## src/rtl/md5_avalon_bridge_if.sv

```systemverilog
// Avalon-MM word-addressed bus between the HPS lightweight bridge and the
// md5 cracker bridge.
interface md5_avalon_bridge_if;
   logic [9:0]  avs_address;
   logic        avs_read;
   logic        avs_write;
   logic [31:0] avs_writedata;
   logic [31:0] avs_readdata;
   logic        avs_waitrequest;

   modport master (
      output avs_address, avs_read, avs_write, avs_writedata,
      input  avs_readdata, avs_waitrequest
   );

   modport slave (
      input  avs_address, avs_read, avs_write, avs_writedata,
      output avs_readdata, avs_waitrequest
   );
endinterface

```

## src/rtl/md5_avalon_bridge.sv

```systemverilog
// Avalon-MM slave that turns bus accesses into md5 array message writes,
// multicycle result reads, start/reset pulses and a sticky done status.
module md5_avalon_bridge #(
   parameter int NUNITS = 32
) (
   input  logic              clk,
   input  logic              reset,
   md5_avalon_bridge_if.slave avs,
   output logic [31:0]       md5_input_data,
   output logic [8:0]        md5_input_addr,
   output logic              md5_input_write,
   output logic [6:0]        md5_output_readaddr,
   input  logic [31:0]       md5_output_readdata,
   output logic [NUNITS-1:0] md5_control_start,
   output logic [NUNITS-1:0] md5_control_reset,
   input  logic [NUNITS-1:0] md5_control_done
);

   localparam logic [9:0] ADDR_START = 10'h280;
   localparam logic [9:0] ADDR_RESET = 10'h281;
   localparam logic [9:0] ADDR_DONE  = 10'h282;
   localparam logic [9:0] ADDR_LIVE  = 10'h283;

   typedef enum logic [1:0] {IDLE, RD_ADDR, RD_WAIT, RD_DONE} state_t;

   state_t            state;
   logic [NUNITS-1:0] done_p1;
   logic [NUNITS-1:0] sticky_done;
   logic [NUNITS-1:0] done_set;
   logic [NUNITS-1:0] done_clr;
   logic              msg_wr;
   logic              start_wr;
   logic              unit_rst_wr;
   logic              result_rd;
   logic [31:0]       status;

   always_comb begin
      msg_wr      = avs.avs_write && !avs.avs_address[9];
      start_wr    = avs.avs_write && (avs.avs_address == ADDR_START);
      unit_rst_wr = avs.avs_write && (avs.avs_address == ADDR_RESET);
      result_rd   = (avs.avs_address[9:7] == 3'b100);
      done_set    = md5_control_done & ~done_p1;
      // Clear is taken from the accepting cycle so it beats a coincident edge
      done_clr    = {NUNITS{start_wr | unit_rst_wr}} & avs.avs_writedata[NUNITS-1:0];
      status      = '0;
      case (avs.avs_address)
         ADDR_DONE: status = 32'(sticky_done);
         ADDR_LIVE: status = 32'(md5_control_done);
         default:   status = '0;
      endcase
   end

   assign avs.avs_waitrequest = avs.avs_read && (state != RD_DONE);

   // Write path: strobes and data registered one cycle after acceptance
   always_ff @(posedge clk) begin
      if (reset) begin
         md5_input_write   <= 1'b0;
         md5_input_addr    <= '0;
         md5_input_data    <= '0;
         md5_control_start <= '0;
         md5_control_reset <= '0;
         done_p1           <= '0;
         sticky_done       <= '0;
      end else begin
         md5_input_write <= msg_wr;
         if (msg_wr) begin
            md5_input_addr <= avs.avs_address[8:0];
            md5_input_data <= avs.avs_writedata;
         end
         md5_control_start <= start_wr    ? avs.avs_writedata[NUNITS-1:0] : '0;
         md5_control_reset <= unit_rst_wr ? avs.avs_writedata[NUNITS-1:0] : '0;
         done_p1           <= md5_control_done;
         sticky_done       <= (sticky_done | done_set) & ~done_clr;
      end
   end

   // Read FSM: avs_readdata doubles as the holding register, nonzero only in RD_DONE
   always_ff @(posedge clk) begin
      if (reset) begin
         state               <= IDLE;
         md5_output_readaddr <= '0;
         avs.avs_readdata    <= '0;
      end else begin
         avs.avs_readdata <= '0;
         case (state)
            IDLE: begin
               if (avs.avs_read && !avs.avs_write) begin
                  if (result_rd) begin
                     md5_output_readaddr <= avs.avs_address[6:0];
                     state               <= RD_ADDR;
                  end else begin
                     avs.avs_readdata <= status;
                     state            <= RD_DONE;
                  end
               end
            end
            RD_ADDR: state <= RD_WAIT;
            RD_WAIT: begin
               avs.avs_readdata <= md5_output_readdata;
               state            <= RD_DONE;
            end
            RD_DONE: state <= IDLE;
            default: state <= IDLE;
         endcase
      end
   end

endmodule

```

## src/flat_wrapper.sv

```systemverilog
// flat-port wrapper written by rule: the top's interface ports become plain ports
module md5_avalon_bridge_flat 
#(
   parameter int NUNITS = 32
)
  (clk, reset, md5_input_data, md5_input_addr, md5_input_write, md5_output_readaddr, md5_output_readdata, md5_control_start, md5_control_reset, md5_control_done, avs_avs_address, avs_avs_read, avs_avs_write, avs_avs_writedata, avs_avs_readdata, avs_avs_waitrequest);
  md5_avalon_bridge_if avs_i ();
  input  logic clk;
  input  logic reset;
  output logic [31:0] md5_input_data;
  output logic [8:0] md5_input_addr;
  output logic md5_input_write;
  output logic [6:0] md5_output_readaddr;
  input  logic [31:0] md5_output_readdata;
  output logic [NUNITS-1:0] md5_control_start;
  output logic [NUNITS-1:0] md5_control_reset;
  input  logic [NUNITS-1:0] md5_control_done;
  input wire logic [$bits(avs_i.avs_address)-1:0] avs_avs_address;
  input wire logic [$bits(avs_i.avs_read)-1:0] avs_avs_read;
  input wire logic [$bits(avs_i.avs_write)-1:0] avs_avs_write;
  input wire logic [$bits(avs_i.avs_writedata)-1:0] avs_avs_writedata;
  output wire logic [$bits(avs_i.avs_readdata)-1:0] avs_avs_readdata;
  output wire logic [$bits(avs_i.avs_waitrequest)-1:0] avs_avs_waitrequest;
  assign avs_i.avs_address = avs_avs_address;
  assign avs_i.avs_read = avs_avs_read;
  assign avs_i.avs_write = avs_avs_write;
  assign avs_i.avs_writedata = avs_avs_writedata;
  assign avs_avs_readdata = avs_i.avs_readdata;
  assign avs_avs_waitrequest = avs_i.avs_waitrequest;
  md5_avalon_bridge #(.NUNITS(NUNITS)) u_core (.clk(clk), .reset(reset), .avs(avs_i), .md5_input_data(md5_input_data), .md5_input_addr(md5_input_addr), .md5_input_write(md5_input_write), .md5_output_readaddr(md5_output_readaddr), .md5_output_readdata(md5_output_readdata), .md5_control_start(md5_control_start), .md5_control_reset(md5_control_reset), .md5_control_done(md5_control_done));
endmodule
```

## config.mk

```make
export PLATFORM = sky130hd
export DESIGN_NAME = md5_avalon_bridge_flat
export DESIGN_NICKNAME = d
export VERILOG_FILES = /design/src/rtl/md5_avalon_bridge_if.sv /design/src/rtl/md5_avalon_bridge.sv /design/src/flat_wrapper.sv
export SDC_FILE = /design/constraint.sdc
export NUM_CORES = 1
export LEC_CHECK = 0
export BUFFER_PORTS_ARGS = -buffer_cell sky130_fd_sc_hd__buf_4
export CAP_MARGIN = 20
export CORE_MARGIN = 5
export CORE_UTILIZATION = 32
export DETAILED_ROUTE_END_ITERATION = 16
export PLACE_DENSITY_LB_ADDON = 0.25
export SYNTH_ARGS = -nofsm -noshare
export SYNTH_HDL_FRONTEND = slang
export SYNTH_SLANG_ARGS = --single-unit
```

## constraint.sdc

```tcl
create_clock -name clk -period 2.5 [get_ports clk]
set_input_delay 0.125 -clock clk [delete_from_list [all_inputs] [get_ports clk]]
set_output_delay 0.125 -clock clk [all_outputs]
set_load 0.1 [all_outputs]
```

Word level (Yosys, flattened, before mapping)
Cells that the tools add are included.

Register bits after elaboration: 211. Output and inout bits: 146.

Multiplexer cells: 7. Bitwise gates (word level): 9. Reductions and logical operators: 11. Eq/ne operators: 10.

Operators with widths (count): case mux 32 bit (2 select lines) (2); AND 32 bit (3); 2-to-1 mux 32 bit (2); inverter 32 bit (2); == test 10 bit, second input constant (4); OR 32 bit (1); case mux 2 bit (4 select lines) (1); logical AND 1 bit (5); == test 2 bit, second input constant (2); 2-to-1 mux 2 bit (2); OR reduction 2 bit (2); == test 3 bit, second input constant (1); AND reduction 3 bit (1); == test 2 x 1 -> 1 bit, second input constant (1); logical NOT 1 bit (2); logical NOT 2 bit (1); != test 2 x 1 -> 1 bit, second input constant (1); != test 2 bit, second input constant (1); inverter 1 bit (2); OR 1 bit (1).

Logic depth before layout (Yosys ltp)
Gate-level depths: netlist (run 1).

Depth in word-level cells: 6. Depth in mapped cells: 7. Mapped depth without buffers: 5.

Worst setup path after synthesis (run 1)
No wires, ideal clock.

Path type: register -> output. From: register u_core.state[0]. To: output avs_avs_waitrequest. Path buffers: 0. Cell stages (with the launch flop): 3. Required time: 2.375 ns. Arrival time: 1.825 ns. Setup slack: 0.550 ns. Cell sequence: dfxtp_1 -> ha_1 -> nor2b_1.

Word-level cells in the longest chain between the ends: 2.

Ends and longest elaborated chain: start: declaration (RTL line md5_avalon_bridge.sv:26) `state_t state;`; start signal: assignment (RTL line md5_avalon_bridge.sv:81) `state <= IDLE;`; start signal: assignment (RTL line md5_avalon_bridge.sv:91) `state <= RD_ADDR;`; start signal: assignment (RTL line md5_avalon_bridge.sv:94) `state <= RD_DONE;`; != test 2 bit (RTL line md5_avalon_bridge.sv:53) `assign avs.avs_waitrequest = avs.avs_read && (state != RD_DONE);`; logical AND 1 bit (RTL line md5_avalon_bridge.sv:53); end: declaration (RTL line flat_wrapper.sv:23) `output wire logic [$bits(avs_i.avs_waitrequest)-1:0] avs_avs_waitrequest;`.

No other way between the ends.

Final worst setup path (run 1)
From: input avs_avs_address[8]. To: register u_core.avs.avs_readdata[23].

Word-level cells in the longest chain between the ends: 5. Elaborated cells on any way between the ends: 7. Classes of those cells: eq/ne (3); mux (4).

Ends and longest elaborated chain: start: declaration (RTL line flat_wrapper.sv:18) `input wire logic [$bits(avs_i.avs_address)-1:0] avs_avs_address;`; == test 10 bit (RTL line md5_avalon_bridge.sv:46) `case (avs.avs_address)`; case mux 32 bit (2 select lines) (RTL line md5_avalon_bridge.sv:46); 2-to-1 mux 32 bit (*) (RTL line md5_avalon_bridge.sv:89) `if (result_rd) begin`; 2-to-1 mux 32 bit (*) (RTL line md5_avalon_bridge.sv:88) `if (avs.avs_read && !avs.avs_write) begin`; case mux 32 bit (2 select lines) (*) (RTL line md5_avalon_bridge.sv:86) `case (state)`; end signal: assignment (RTL line md5_avalon_bridge.sv:93) `avs.avs_readdata <= status;`; end signal: assignment (RTL line md5_avalon_bridge.sv:100) `avs.avs_readdata <= md5_output_readdata;`; end: declaration (RTL line md5_avalon_bridge_if.sv:18) `output avs_readdata, avs_waitrequest`.

Mark *: on every way between the ends. The rest lies on a longest branch, timed or not. A chain may end at the register's enable or synchronous reset.

==> results of run 1 <==
-- cell families (layout without fill, tap and decap cells) --
| logic type | count (synthesis) | after routing | share of synthesized area, % |
|---|---|---|---|
| AOI/OAI and AO/OA | 154 | 154 | 11.6 |
| adders and majority gates | 3 | 3 | 0.500 |
| buffers and inverters | 95 | 497 | 6.57 |
| DFF | 211 | 211 | 56.3 |
| muxes | 32 | 32 | 4.27 |
| and+or+nand+nor | 269 | 271 | 20.8 |
-- layout by cell type (no fill, tap or decap), types with 4 or more instances in the layout --
master           n
a211oi_1        33
a21oi_1         81
buf_4          261
clkbuf_1         7
clkbuf_16       23
clkbuf_8         4
dfxtp_1        211
dlygate4sd3_1  162
inv_1           35
mux2i_1         32
nand2_1        146
nand3_1          7
nor2b_1         34
nor3_1          32
nor4b_1          5
nor4b_2         25
o21ai_0          9
o21ai_1         26
o21ai_2          4
-- final cells by class --
cell class / count / area share, %
Timing Repair Buffer: 426 / 30.5
Inverter: 35 / 1.10
Clock buffer: 34 / 5.51
Tap cell: 319 / 3.35
Clock inverter: 2 / 0.137
Sequential cell: 211 / 35.5
Multi-Input combinational cell: 460 / 24.0
-- metrics by stage --
step / std cells / area [um^2]
global placement: 1287 / 9580
detailed placement: 1287 / 9580
floorplan: 764 / 7510
finish: 1487 / 11900
CTS: 1485 / 11900
global route: 1487 / 11900
-- flip-flops by register name, summed over array words and instances, names as in the netlist --
name                        cells
u_core.md5_control_start       32
u_core.md5_control_reset       32
u_core.sticky_done             32
u_core.md5_input_addr           9
u_core.md5_input_data          32
u_core.avs.avs_readdata        32
u_core.md5_output_readaddr      7
u_core.done_p1                 32
u_core.state                    2
u_core.md5_input_write          1
-- tightest hold or removal path: stages --
cell,delay (ns)
buf_6,0.12
nor2b_4,0.11
nand2_1,0.09
o21ai_1,0.05
-- power breakdown --
group	internal [mW]	leakage [nW]	total [mW]	switching, mW
clock network	1.80	0.325	3.09	1.29
logic	0.640	3.04	1.86	1.22
registers	3.54	1.72	3.61	0.0726
total	5.98	5.09	8.56	2.59
-- worst min path at each step --
stage / from / end / slack [ns]
detailed placement: md5_output_readdata[12] / u_core.avs.avs_readdata[12]$_SDFF_PP0_ / 0.32
global route: reset / u_core.avs.avs_readdata[21]$_SDFF_PP0_ / 0.05
floorplan: avs_avs_writedata[0] / u_core.sticky_done[0]$_SDFF_PP0_ / 0.22
CTS: reset / u_core.avs.avs_readdata[30]$_SDFF_PP0_ / 0.05
finish: reset / u_core.avs.avs_readdata[30]$_SDFF_PP0_ / 0.06
global placement: md5_output_readdata[31] / u_core.avs.avs_readdata[31]$_SDFF_PP0_ / 0.32
-- layer usage --
metal  vias to the layer above  wire length, um
met2                       207            11400
met5                         -                0
met1                      3218            10500
met4                         0              577
li1                       3361                -
met3                        30             1650
-- timing repair --
action / 4_1_cts / 5_1_grt
gates resized for setup: 0 / 6
hold buffers: 162 / 0
hold endpoints to repair: 207 / 0
setup endpoints to repair: 0 / 23
==> results.yml, run 1 <==
floorplanning:
  rows: 56
  die_area_um2: 26600
  start_util_pct: 32.3
  fp.coreArea_um2: 23300
  die_x_um: 163
  die_y_um: 163
  io_pins: 256
cts:
  path_clk_slew_ns: 0.06
  cts-root-buf: "clkbuf_16"
  cts_tree: "done"
  clockBufferDepth: 3
  htreeDepth: 1
  cts_sinks: 211
  numCtsBuffers: 23
  clk_latency_ns: 0.50
  cts_setup_buffers: 0
synthesis:
  ys_seq_elements: 211
  synth.top_cells.by_count: "211 x dfxtp_1, 147 x nand2_1, 81 x a21oi_1"
  yosys_most_used_dff: "dfxtp_1"
  ys_top_cells_by_area: "dfxtp_1 56%, nand2_1 7.3%, a21oi_1 5.4%"
  syn_area_per_cell_um2: 9.83
  ys_warn_count: 0
  yosysTopAreaCellShare_pct: 56.3
  ys_types: 33
  syn_inst: 764
  yosysSeqAreaShare_pct: 56.3
  yosysMostFrequentCell: "dfxtp_1"
  synth-edff-count: 0
  yosysTopAreaCell: "dfxtp_1"
  synth_area_um2: 7510
  syn-num-nets: 877
  async_flop_share_pct: 0
critical_path:
  crit_chain: "dlygate4sd3_1 -> buf_4 -> or4b_4 -> or4_4 -> o21ai_1 -> dlygate4sd3_1"
  critPathSlowestCell: "or4_4"
  rrSetupSlack_ns: 0.13
  reg2regPathDepth: 6
  critPathTopFamily: "simple AND/OR/NAND/NOR gates"
  crit_path_frequent_cell: "dlygate4sd3_1"
  cp_slowest_stage_delay_ns: 0.70
  arrival_ns: 2.90
  crit_path_max_fanout: 8
  crit_cells: 6
  worstSetupEndpointType: "flop"
  path_buf_inv: 3
  r2r-end: "u_core.avs.avs_readdata[23]$_SDFF_PP0_"
  endpoint: "u_core.avs.avs_readdata[23]$_SDFF_PP0_"
  reg2reg_from: "u_core.state[0]$_SDFFE_PP0P_"
  crit_type: "input pin to flop"
  cp.required_ns: 2.94
  cp-startpoint: "avs_avs_address[8]"
  startpoint_type: "input pin"
final_layout:
  nFillCells: 2130
  drive_above_1_share_pct: 28.9
  register_area_um2: 4220
  final_nets: 1270
  final_core_util_pct: 51.2
  multi_input_area_um2: 2860
  area_delta_synth_final_pct: 58.7
  diodes: 0
power:
  powerDensity_nw_per_um2: 719
  power_mw: 8.56
  leakage_nw: 5.09
  peakVddDrop_v: 0.000445
route:
  wire_per_inst_um: 16.3
  postRouteAntennaNets: 0
  vias_per_cell: 4.58
  vias: 6816
  first_iter_violations: 237
  first_pass_iters: 5
  remaining_drc_errors: 0
  routed_wl_mm: 24.2
timing:
  setup_violations: 0
  finalHoldViolCount: 0
  worst_slew_pin_slew_ns: 1.17
  drv_slew: 0
  tns_ns: 0
  worst_hold_slack_ns: 0.0564
  rsz0062_at_grt: "false"
  post-route-period-util_pct: 98.6
  relSlewSlack_pct: 22.2
  final.setup_skew_ns: 0.00486
  layout_min_cycle_time_ns: 2.46
  setup_slack_ns: 0.0354
  fmax_ghz: 0.406
hold_path:
  hold_depth: 4
  worstHoldPathType: "input pin to flop"
grt:
  use_met2_pct: 28.8
  grt_max_degree: 180
  antenna_found_initial: 0
  grt_pass1_vias: 6871
  grt_remaining_overflow: 0
  globalRouteMet3Util_pct: 4.69
  grt_usage_pct: 16.7
  grt_busiest_layer: "met2"
  grt_pass1_wl_mm: 36.3
  grt_use_met1_pct: 20.9
place:
  io_buffers: 255
  hpwl_mm: 14.2
  place_ws_ns: 0.465
  gp_congestion: 0.773
status:
  outcome: "finished, final reports clean"
run:
  cap_violations: 0
Power figures use the tool's default switching activity.
==> run 2, diff against run 1 <==
--- a/config.mk
+++ b/config.mk
@@ -11,6 +11,7 @@
 export CORE_UTILIZATION = 32
 export DETAILED_ROUTE_END_ITERATION = 16
 export PLACE_DENSITY_LB_ADDON = 0.25
+export RECOVER_POWER = 50
 export SYNTH_ARGS = -nofsm -noshare
 export SYNTH_HDL_FRONTEND = slang
 export SYNTH_SLANG_ARGS = --single-unit
==> results.yml, run 2 (synthesized netlist as in run 1, its figures left out) <==
status:
  outcome: "finished, final reports clean"
critical_path:
  cp.required_ns: 2.94
  crit_type: "input pin to flop"
  arrival_ns: 2.90
  worstSetupEndpointType: "flop"
  crit_path_max_fanout: 8
  startpoint_type: "input pin"
floorplanning:
  rows: 56
  die_area_um2: 26600
  io_pins: 256
  die_y_um: 163
  fp.coreArea_um2: 23300
  die_x_um: 163
  start_util_pct: 32.3
run:
  cap_violations: 0
route:
  wire_per_inst_um: 16.2
  vias: 6766
  vias_per_cell: 4.55
  routed_wl_mm: 24.1
  postRouteAntennaNets: 0
  first_iter_violations: 258
  remaining_drc_errors: 0
  first_pass_iters: 4
timing:
  tns_ns: 0
  layout_min_cycle_time_ns: 2.46
  final.setup_skew_ns: 0.00639
  setup_violations: 0
  finalHoldViolCount: 0
  relSlewSlack_pct: 14.3
  rsz0062_at_grt: "false"
  drv_slew: 0
  setup_slack_ns: 0.0414
  fmax_ghz: 0.407
  post-route-period-util_pct: 98.3
  worst_slew_pin_slew_ns: 1.29
final_layout:
  final_common_cell: "dfxtp_1"
  area_delta_synth_final_pct: 51.4
  diodes: 0
  final_nets: 1270
  mostFrequentLayoutCells: "211 x dfxtp_1, 162 x dlygate4sd3_1, 152 x clkbuf_1, 146 x nand2_1, 117 x buf_4"
  drive_above_1_share_pct: 16.5
power:
  peakVddDrop_v: 0.000440
  power_frac_comb_pct: 21.0
  leakage_nw: 4.48
  seqPwrFrac_pct: 42.6
  switching_share_pct: 30.4
  clkPwrFrac_pct: 36.4
  power_mw: 8.47
  intPower_mw: 5.90
  powerDensity_nw_per_um2: 746
  p_switching_mw: 2.58
hold_path:
  worstHoldPathType: "input pin to flop"
grt:
  antenna_found_initial: 0
  grt_pass1_vias: 6871
  grt_pass1_wl_mm: 36.3
  grt_remaining_overflow: 0
  grt_max_degree: 180
  grt_usage_pct: 16.7
cts:
  cts_setup_buffers: 0
  cts-root-buf: "clkbuf_16"
  clk_latency_ns: 0.50
  numCtsBuffers: 23
  cts_tree: "done"
  path_clk_slew_ns: 0.06
  clockBufferDepth: 3
  cts_sinks: 211
  htreeDepth: 1
place:
  hpwl_mm: 14.2
  place_ws_ns: 0.465
  gp_congestion: 0.773
  io_buffers: 255
==> run 2: what timing repair did <==
item | CTS | global route
resized for setup | 0 | 6
setup endpoints to repair | 0 | 23
endpoints found under the hold margin | 207 | 0
hold buffers | 162 | 0
==> run 2: path summary, 6_finish.rpt <==
kind / startpoint / end / slack (ns) / cells past startpoint
max: avs_avs_address[8] / u_core.avs.avs_readdata[23]$_SDFF_PP0_ / 0.04 / 6
min: avs_avs_read / u_core.state[0]$_SDFFE_PP0P_ / 0.09 / 4
min reg2reg: u_core.md5_input_data[12]$_SDFFE_PP0P_ / u_core.md5_input_data[12]$_SDFFE_PP0P_ / 0.45 / 2
max reg2reg: u_core.state[0]$_SDFFE_PP0P_ / u_core.avs.avs_readdata[23]$_SDFF_PP0_ / 0.15 / 6
==> run 2: metrics by stage <==
step	cell area, um^2	hold WS [ns]	cells	util [%]
after global placement	9580	0.325	1287	41.2
after detailed placement	9580	0.324	1287	41.2
after floorplan	7510	0.222	764	-
after global routing	11400	0.0968	1487	48.9
final	11400	0.0906	1487	48.9
after CTS	11900	0.0489	1485	51.1
==> run 2: power by group through the flow <==
stage          Clock (mW)  Combinational [mW]  Sequential [mW]
2_1_floorplan           0               0.458             4.36
3_3_place_gp            0                1.58             3.68
3_5_place_dp            0                1.59             3.68
4_1_cts              3.17                1.84             3.61
5_1_grt              3.33                1.89             3.63
6_report             3.09                1.78             3.61
==> run 2: per-layer routing <==
layer  wire length [um]  vias to the layer above  global-route usage [%]  share of wire, %
met5                  0                        -                       0                 0
met4                563                        0                    3.81               2.3
met3               1590                       29                    4.69               6.6
met2              11300                      193                    28.8                47
met1              10700                     3186                    20.9                44
li1                   -                     3358                       -                 -
==> run 2: critical path: stages <==
cell           delay, ns
dlygate4sd3_1       0.53
buf_4               0.14
or4b_4              0.61
or4_4               0.70
o21ai_1             0.21
dlygate4sd3_1       0.57
==> run 2: area by class of cell <==
cell class	instances	area, um^2
Clock buffer	34	657
Clock inverter	2	16.3
Fill cell	2286	11900
Inverter	35	131
Multi-Input combinational cell	460	2860
Sequential cell	211	4220
Tap cell	319	399
Timing Repair Buffer	426	3080
